===== src/rtl/step_pulse_gen_if.sv =====
// Key/step bus between the board-side driver and the debounced single-step generator.
// master drives the raw key and count clear; slave returns the step strobe, level and count.
interface step_pulse_gen_if;
    logic        key_in;
    logic        clr_count;
    logic        step;
    logic        key_level;
    logic [15:0] step_count;

    modport master (
        output key_in,
        output clr_count,
        input  step,
        input  key_level,
        input  step_count
    );

    modport slave (
        input  key_in,
        input  clr_count,
        output step,
        output key_level,
        output step_count
    );
endinterface


===== src/rtl/step_pulse_gen.sv =====
// Debounced single-step generator: one clk-wide step per accepted key press plus a 16-bit step count.
// Optional auto-repeat while the key is held is built only when STEP_AUTO_REPEAT_EN is defined.
module step_pulse_gen #(
    parameter int DEBOUNCE_CYCLES = 1000000,
    parameter int REPEAT_DELAY    = 50000000,
    parameter int REPEAT_PERIOD   = 10000000
) (
    input  logic             clk,
    input  logic             resetn,
    step_pulse_gen_if.slave  bus
);
    localparam int            CW       = $clog2(DEBOUNCE_CYCLES);
    localparam logic [CW-1:0] CNT_LAST = CW'(DEBOUNCE_CYCLES - 1);

    typedef enum logic [1:0] {
        IDLE        = 2'd0,
        ARM_PRESS   = 2'd1,
        DOWN        = 2'd2,
        ARM_RELEASE = 2'd3
    } state_t;

    state_t        r_state;
    state_t        w_state_nxt;
    logic          r_sync1;
    logic          r_sync2;
    logic [CW-1:0] r_cnt;
    logic          r_step;
    logic          r_level;
    logic [15:0]   r_step_count;
    logic          w_cnt_last;
    logic          w_step_nxt;
    logic          w_level_nxt;
    logic          w_rpt_fire;

    assign w_cnt_last = (r_cnt == CNT_LAST);

    // two-flop synchronizer for the asynchronous key
    always_ff @(posedge clk or negedge resetn) begin
        if (!resetn) begin
            r_sync1 <= 1'b0;
            r_sync2 <= 1'b0;
        end else begin
            r_sync1 <= bus.key_in;
            r_sync2 <= r_sync1;
        end
    end

    // state register
    always_ff @(posedge clk or negedge resetn) begin
        if (!resetn) begin
            r_state <= IDLE;
        end else begin
            r_state <= w_state_nxt;
        end
    end

    // next-state logic
    always_comb begin
        w_state_nxt = r_state;
        case (r_state)
            IDLE: begin
                if (r_sync2) w_state_nxt = ARM_PRESS;
                else         w_state_nxt = IDLE;
            end
            ARM_PRESS: begin
                if (!r_sync2)       w_state_nxt = IDLE;
                else if (w_cnt_last) w_state_nxt = DOWN;
                else                w_state_nxt = ARM_PRESS;
            end
            DOWN: begin
                if (!r_sync2) w_state_nxt = ARM_RELEASE;
                else          w_state_nxt = DOWN;
            end
            ARM_RELEASE: begin
                if (r_sync2)         w_state_nxt = DOWN;
                else if (w_cnt_last) w_state_nxt = IDLE;
                else                 w_state_nxt = ARM_RELEASE;
            end
            default: w_state_nxt = IDLE;
        endcase
    end

    // debounce counter restarts on every state change and only runs in the arming states
    always_ff @(posedge clk or negedge resetn) begin
        if (!resetn) begin
            r_cnt <= {CW{1'b0}};
        end else if (w_state_nxt != r_state) begin
            r_cnt <= {CW{1'b0}};
        end else if ((r_state == ARM_PRESS) || (r_state == ARM_RELEASE)) begin
            r_cnt <= r_cnt + CW'(1);
        end else begin
            r_cnt <= {CW{1'b0}};
        end
    end

`ifdef STEP_AUTO_REPEAT_EN
    logic [31:0] r_rpt;
    logic        r_rpt_run;
    logic        w_in_down_stay;

    // first repeat waits REPEAT_DELAY, later ones REPEAT_PERIOD; any exit from DOWN restarts it
    assign w_in_down_stay = (r_state == DOWN) && (w_state_nxt == DOWN);
    assign w_rpt_fire     = w_in_down_stay &&
                            (r_rpt == (r_rpt_run ? 32'(REPEAT_PERIOD - 1) : 32'(REPEAT_DELAY - 1)));

    // repeat interval counter
    always_ff @(posedge clk or negedge resetn) begin
        if (!resetn) begin
            r_rpt     <= 32'd0;
            r_rpt_run <= 1'b0;
        end else if (!w_in_down_stay) begin
            r_rpt     <= 32'd0;
            r_rpt_run <= 1'b0;
        end else if (w_rpt_fire) begin
            r_rpt     <= 32'd0;
            r_rpt_run <= 1'b1;
        end else begin
            r_rpt     <= r_rpt + 32'd1;
            r_rpt_run <= r_rpt_run;
        end
    end
`else
    logic w_unused_cfg;
    assign w_unused_cfg = ^{32'(REPEAT_DELAY), 32'(REPEAT_PERIOD)};
    assign w_rpt_fire   = 1'b0;
`endif

    // output decode: step on press acceptance (or repeat), level follows accepted transitions
    always_comb begin
        w_step_nxt  = 1'b0;
        w_level_nxt = r_level;
        if ((r_state == ARM_PRESS) && (w_state_nxt == DOWN)) begin
            w_step_nxt  = 1'b1;
            w_level_nxt = 1'b1;
        end else if ((r_state == ARM_RELEASE) && (w_state_nxt == IDLE)) begin
            w_step_nxt  = 1'b0;
            w_level_nxt = 1'b0;
        end else begin
            w_step_nxt  = w_rpt_fire;
            w_level_nxt = r_level;
        end
    end

    // registered strobe and level
    always_ff @(posedge clk or negedge resetn) begin
        if (!resetn) begin
            r_step  <= 1'b0;
            r_level <= 1'b0;
        end else begin
            r_step  <= w_step_nxt;
            r_level <= w_level_nxt;
        end
    end

    // step counter; clear has priority over a coincident step
    always_ff @(posedge clk or negedge resetn) begin
        if (!resetn) begin
            r_step_count <= 16'd0;
        end else if (bus.clr_count) begin
            r_step_count <= 16'd0;
        end else if (r_step) begin
            r_step_count <= r_step_count + 16'd1;
        end else begin
            r_step_count <= r_step_count;
        end
    end

    assign bus.step       = r_step;
    assign bus.key_level  = r_level;
    assign bus.step_count = r_step_count;
endmodule


===== src/flat_wrapper.sv =====
// flat-port wrapper written by rule: the top's interface ports become plain ports
module step_pulse_gen_flat 
#(
    parameter int DEBOUNCE_CYCLES = 1000000,
    parameter int REPEAT_DELAY    = 50000000,
    parameter int REPEAT_PERIOD   = 10000000
)
  (clk, resetn, bus_key_in, bus_clr_count, bus_step, bus_key_level, bus_step_count);
  step_pulse_gen_if bus_i ();
  input  logic clk;
  input  logic resetn;
  input wire logic [$bits(bus_i.key_in)-1:0] bus_key_in;
  input wire logic [$bits(bus_i.clr_count)-1:0] bus_clr_count;
  output wire logic [$bits(bus_i.step)-1:0] bus_step;
  output wire logic [$bits(bus_i.key_level)-1:0] bus_key_level;
  output wire logic [$bits(bus_i.step_count)-1:0] bus_step_count;
  assign bus_i.key_in = bus_key_in;
  assign bus_i.clr_count = bus_clr_count;
  assign bus_step = bus_i.step;
  assign bus_key_level = bus_i.key_level;
  assign bus_step_count = bus_i.step_count;
  step_pulse_gen #(.DEBOUNCE_CYCLES(DEBOUNCE_CYCLES), .REPEAT_DELAY(REPEAT_DELAY), .REPEAT_PERIOD(REPEAT_PERIOD)) u_core (.clk(clk), .resetn(resetn), .bus(bus_i));
endmodule

===== config.mk =====
export PLATFORM = sky130hd
export DESIGN_NAME = step_pulse_gen_flat
export DESIGN_NICKNAME = d
export VERILOG_FILES = /design/src/rtl/step_pulse_gen_if.sv /design/src/rtl/step_pulse_gen.sv /design/src/flat_wrapper.sv
export SDC_FILE = /design/constraint.sdc
export NUM_CORES = 1
export LEC_CHECK = 0
export BUFFER_PORTS_ARGS = -buffer_cell sky130_fd_sc_hd__buf_2
export CORE_MARGIN = 2
export CORE_UTILIZATION = 46
export CTS_CLUSTER_SIZE = 20
export DETAILED_ROUTE_END_ITERATION = 16
export PLACE_DENSITY = 0.69
export RECOVER_POWER = 50
export SLEW_MARGIN = 20
export SYNTH_ARGS = -nofsm -noshare
export SYNTH_HDL_FRONTEND = slang
export SYNTH_SLANG_ARGS = --single-unit

===== constraint.sdc =====
create_clock -name clk -period 2.1 [get_ports clk]
set_clock_uncertainty 0.15 [all_clocks]
set_input_delay 0.42 -clock clk [delete_from_list [all_inputs] [get_ports clk]]
set_output_delay 0.42 -clock clk [all_outputs]
set_load 0.005 [all_outputs]

# Word level (Yosys, flattened, before mapping)
# Index checks and enable logic that the tools add are counted.
op_classes:
  mux: 14
  reduce_logical: 7
  eq_ne: 6
  n_addsub: 2
ops:
  columns: ["op", "count"]
  rows:
  - ["20-bit two-way mux", 2]
  - ["16-bit two-way mux", 2]
  - ["20-bit by 1-bit adder with 20-bit output, second input constant", 1]
  - ["20-bit == test, second input constant", 1]
  - ["16-bit by 1-bit adder with 16-bit output, second input constant", 1]
  - ["2-bit two-way mux", 4]
  - ["2-bit case mux with 4 select lines", 1]
  - ["2-bit == test, second input constant", 3]
  - ["1-bit two-way mux", 5]
  - ["2-bit zero test", 2]
  - ["2-bit nonzero test", 2]
  - ["2-bit by 1-bit == test with 1-bit output, second input constant", 1]
  - ["1-bit logical AND", 2]
  - ["2-bit != test", 1]
  - ["1-bit logical OR", 1]
totals:
  in_bits: 4
  reg_bits: 42

# Longest topological paths before layout
depth:
  ltp_word: 8
  ltp_mapped: 7

# Worst setup path before layout
# OpenSTA, ideal clock, no wires.
synth_path:
  path_kind: "flip-flop to flip-flop"
  startpoint: "reg u_core.r_cnt[8]"
  endpoint: "reg u_core.r_state[1]"
  synth_period_minus_slack_ns: 2.025
  stages_incl_launch_ff: 5
  arrival_ns: 1.750
  required_time_ns: 1.825
  path_slack_ns: 0.075
  setup_time_ns: 0.125
  cell_sequence: "dfrtp_1 or4b_1 nor4_2 and2_1 mux2_2"
synth_via:
  elab_chain_len: 4
synth_rtl:
  columns: ["element", "line_no", "source"]
  rows:
  - ["start: declaration", "step_pulse_gen.sv:26", "logic [CW-1:0] r_cnt;"]
  - ["start signal: assignment", "step_pulse_gen.sv:86", "r_cnt <= {CW{1'b0}};"]
  - ["start signal: assignment", "step_pulse_gen.sv:88", "r_cnt <= {CW{1'b0}};"]
  - ["start signal: assignment", "step_pulse_gen.sv:90", "r_cnt <= r_cnt + CW'(1);"]
  - ["20-bit == test *", "step_pulse_gen.sv:35", "assign w_cnt_last = (r_cnt == CNT_LAST);"]
  - ["2-bit two-way mux, on equally long branches", "step_pulse_gen.sv:76, step_pulse_gen.sv:67", null]
  - ["2-bit two-way mux, on equally long branches", "step_pulse_gen.sv:75, step_pulse_gen.sv:66", null]
  - ["2-bit case mux with 4 select lines *", "step_pulse_gen.sv:60", "case (r_state)"]
  - ["named net u_core.w_state_nxt[1]", "step_pulse_gen.sv:23", "state_t w_state_nxt;"]
  - ["end signal: assignment", "step_pulse_gen.sv:53", "r_state <= w_state_nxt;"]
  - ["end: declaration", "step_pulse_gen.sv:22", "state_t r_state;"]
# The timed path passes the listed nets; every way through them passes the cells marked *.
# A chain may end at the register's enable or synchronous reset.

# Worst setup path after layout
layout_path:
  startpoint: "reg u_core.r_cnt[7]"
  endpoint: "reg u_core.r_state[1]"
# Same word-level chain as after synthesis.

==> impl_metrics.yaml <==
clock_network:
  numCtsBuffers: 5
  cts.path.max_buffers: 2
  clockRootBuffer: "clkbuf_8"
  cts_tree: "yes"
  clock_latency_ns: 0.30
  clock-sinks: 42
  htreeDepth: 2
  clk_pin_slew_ns: 0.08
  cts_hold_buf: 0
routing:
  vias: 1575
  initialDrtViolationCount: 58
  post_drt_wl_per_cell_um: 12.78
  drtPass1Iterations: 4
  drc: 0
  via_per_inst: 5.469
  wirelength_um: 3681
  drtAntennaViolNets: 0
grt:
  first_global_vias: 1452
  grt.busiest_layer: "met2"
  grtUsageMet3: 0.04070
  track_usage: 0.1667
  grt_first_pass_wirelength_um: 6451
  grt_use_met2: 0.2561
  overflow: 0
  grt_use_met1: 0.2205
  antenna_found_initial: 0
  grt_max_degree: 43
run:
  max_cap_violations: 0
die:
  die_h_um: 69.85
  core_sq_mm: 0.004086
  initial_utilization: 0.4881
  ioPinCount: 22
  die-area_sq_mm: 0.004878
  fp-row-count: 23
  die_w_um: 69.85
yosys:
  syn_avg_cell_area_sq_um: 10.12
  syn_nets: 203
  synth-simple-area-share: 0.2384
  synthArstFlopShare: 1.000
  synthCells: 197
  synth_seq_cells: 42
  yosysWarnings: 0
  synth_top_family_by_area: "simple AND/OR/NAND/NOR gates"
  synthesis.area_sq_mm: 0.001994
  synth_compound_gate_area_share: 0.07089
  synth_mux_area_frac: 0.02196
  ys_seq_area_frac: 0.5270
  synth-main-ff-cell: "dfrtp_1"
  synthXorXnorAreaFrac: 0.1010
  synthAdderAreaFrac: 0.01255
  ys_types: 36
  synth_edf_count: 0
timing:
  slew_headroom: 0.3441
  holdWs_ns: 0.08286
  worst_slack_ns: 0.05679
  fin_setup_tns_ns: 0
  fin_crit_sh: 0.9730
  finalHoldViolCount: 0
  grt_setup_unrepaired: "yes"
  tightestPinTransition_ns: 0.9838
  max_freq_ghz: 0.4894
  min_period_ns: 2.043
  setup_viol: 0
  drv_slew: 0
cells_and_area:
  antenna_cells: 0
  drive_above_1_share: 0.2269
  utilization: 0.5836
  fin_nets: 243
  area_delta_synth_final_pct: 19.57
power_and_ir_drop:
  irDropWorstVdd_mv: 0.4078
  power_leakage_nw: 1.028
  total_power_w: 0.001390
  powerDensity_mw_per_mm2: 582.8
place:
  post-dp-hpwl_um: 2585
  io_buffers: 21
  gp_congestion: 0.8253
  pre_cts_ws_ns: 0.02705
worst_setup_path:
  crit_type: "reg2reg"
  critPathRequiredTime_ns: 2.13
  cp-start-kind: "register"
  timing.critical_path.fanout_max: 4
  arrival_ns: 2.07
  endpoint_kind: "register"
run_status:
  status: "finished clean"
hold_path:
  hold_path_class: "in2reg"
==> cell usage after synthesis, drive strengths merged (2+ instances only) <==
cell type | instances | area share
dfrtp | 42 | 0.53
nand3 | 10 | 0.028
nor3 | 7 | 0.018
mux2 | 3 | 0.017
and4 | 2 | 0.0088
nor2 | 29 | 0.055
or3 | 6 | 0.019
or4 | 5 | 0.019
ha | 2 | 0.013
nand3b | 2 | 0.0075
nor2b | 3 | 0.0094
o31ai | 3 | 0.011
a21oi | 9 | 0.023
buf | 5 | 0.013
o21ai | 5 | 0.013
nor4 | 6 | 0.022
xor2 | 7 | 0.031
xnor2 | 16 | 0.070
inv | 8 | 0.015
nand4 | 5 | 0.016
nand2 | 11 | 0.021
==> routing by layer <==
metal / vias up / part of all wire
li1: 772 / -
met1: 769 / 0.47
met2: 27 / 0.48
met3: 7 / 0.034
met4: 0 / 0.023
met5: - / 0
==> sequential cells by signal, indices dropped and copies added, names as in the netlist <==
name	count
u_core.bus.key_level	1
u_core.bus.step	1
u_core.bus.step_count	16
u_core.r_cnt	20
u_core.r_state	2
u_core.r_sync1	1
u_core.r_sync2	1
==> power by group <==
| group | leakage [nW] | switching (W) | internal (W) |
|---|---|---|---|
| Clock | 0.0482 | 0.000266 | 0.000265 |
| Sequential | 0.579 | 0.00000400 | 0.000813 |
| Combinational | 0.401 | 0.0000303 | 0.0000116 |
==> worst paths after layout <==
kind / from / endpoint / slack (ns) / cells past startpoint
min in group asynchronous: resetn / u_core.bus.step_count[7]$_DFFE_PN0P_ / 0.20 / 2
worst min register to register: u_core.r_sync1$_DFF_PN0_ / u_core.r_sync2$_DFF_PN0_ / 0.21 / 0
max in group asynchronous: resetn / u_core.bus.step_count[2]$_DFFE_PN0P_ / 0.98 / 2
worst max-delay path: u_core.r_cnt[7]$_DFF_PN0_ / u_core.r_state[1]$_DFF_PN0_ / 0.06 / 4
worst max register to register: u_core.r_cnt[7]$_DFF_PN0_ / u_core.r_state[1]$_DFF_PN0_ / 0.06 / 4
worst min-delay path: bus_key_in / u_core.r_sync1$_DFF_PN0_ / 0.08 / 1
==> cells by family after synthesis <==
group,count (synthesis)
XOR/XNOR,23
adder cells (fa/ha/maj),2
buffers and inverters,13
AO/OA/AOI/OAI,23
multiplexers,4
flip-flops,42
AND/OR/NAND/NOR,90
==> timing repair <==
action | CTS | global route
gates resized for setup | 0 | 6
endpoints found under the setup margin | 0 | 3
setup buffers | 0 | 1
==> worst max-delay path: stages (launching register included) <==
cell,delay [ns]
dfrtp_1,0.44
or4_1,0.59
nor4_4,0.21
and2_4,0.20
mux2_2,0.33
==> cells in the final DEF, fill, tap and decap left out, types with 2 or more instances in the layout <==
cell / Yosys / routed
nor4_1: 5 / 5
xor2_1: 7 / 7
and4_1: 2 / 2
buf_4: 1 / 15
ha_1: 2 / 2
nand3_1: 9 / 9
nand3b_1: 2 / 2
inv_1: 8 / 8
nand2_1: 11 / 11
or4_1: 5 / 4
o31ai_1: 3 / 3
o21ai_0: 5 / 5
buf_2: 3 / 21
or3_1: 6 / 5
nand4_1: 5 / 5
nor2b_1: 3 / 3
xnor2_1: 16 / 16
clkbuf_8: 0 / 6
nor2_1: 29 / 29
nor3_1: 7 / 7
mux2_2: 3 / 3
a21oi_1: 9 / 9
dfrtp_1: 42 / 42
==> area by class of cell <==
class                   instances  area, sq um
well taps                      50        62.56
fillers                       358         1702
clock buffers                   7        86.33
clock inverters                 1        5.005
repair buffers                 38        242.7
flip-flops and latches         42         1051
inverters                       8        30.03
multi-input cells             142        907.1
==> through the flow <==
stage | area [sq um] | std cells
4_1_cts | 2360 | 287
2_1_floorplan | 1994 | 197
3_3_place_gp | 2268 | 279
5_1_grt | 2385 | 288
3_5_place_dp | 2268 | 279
6_report | 2385 | 288
No activity file was read; power rests on OpenSTA's default activity.
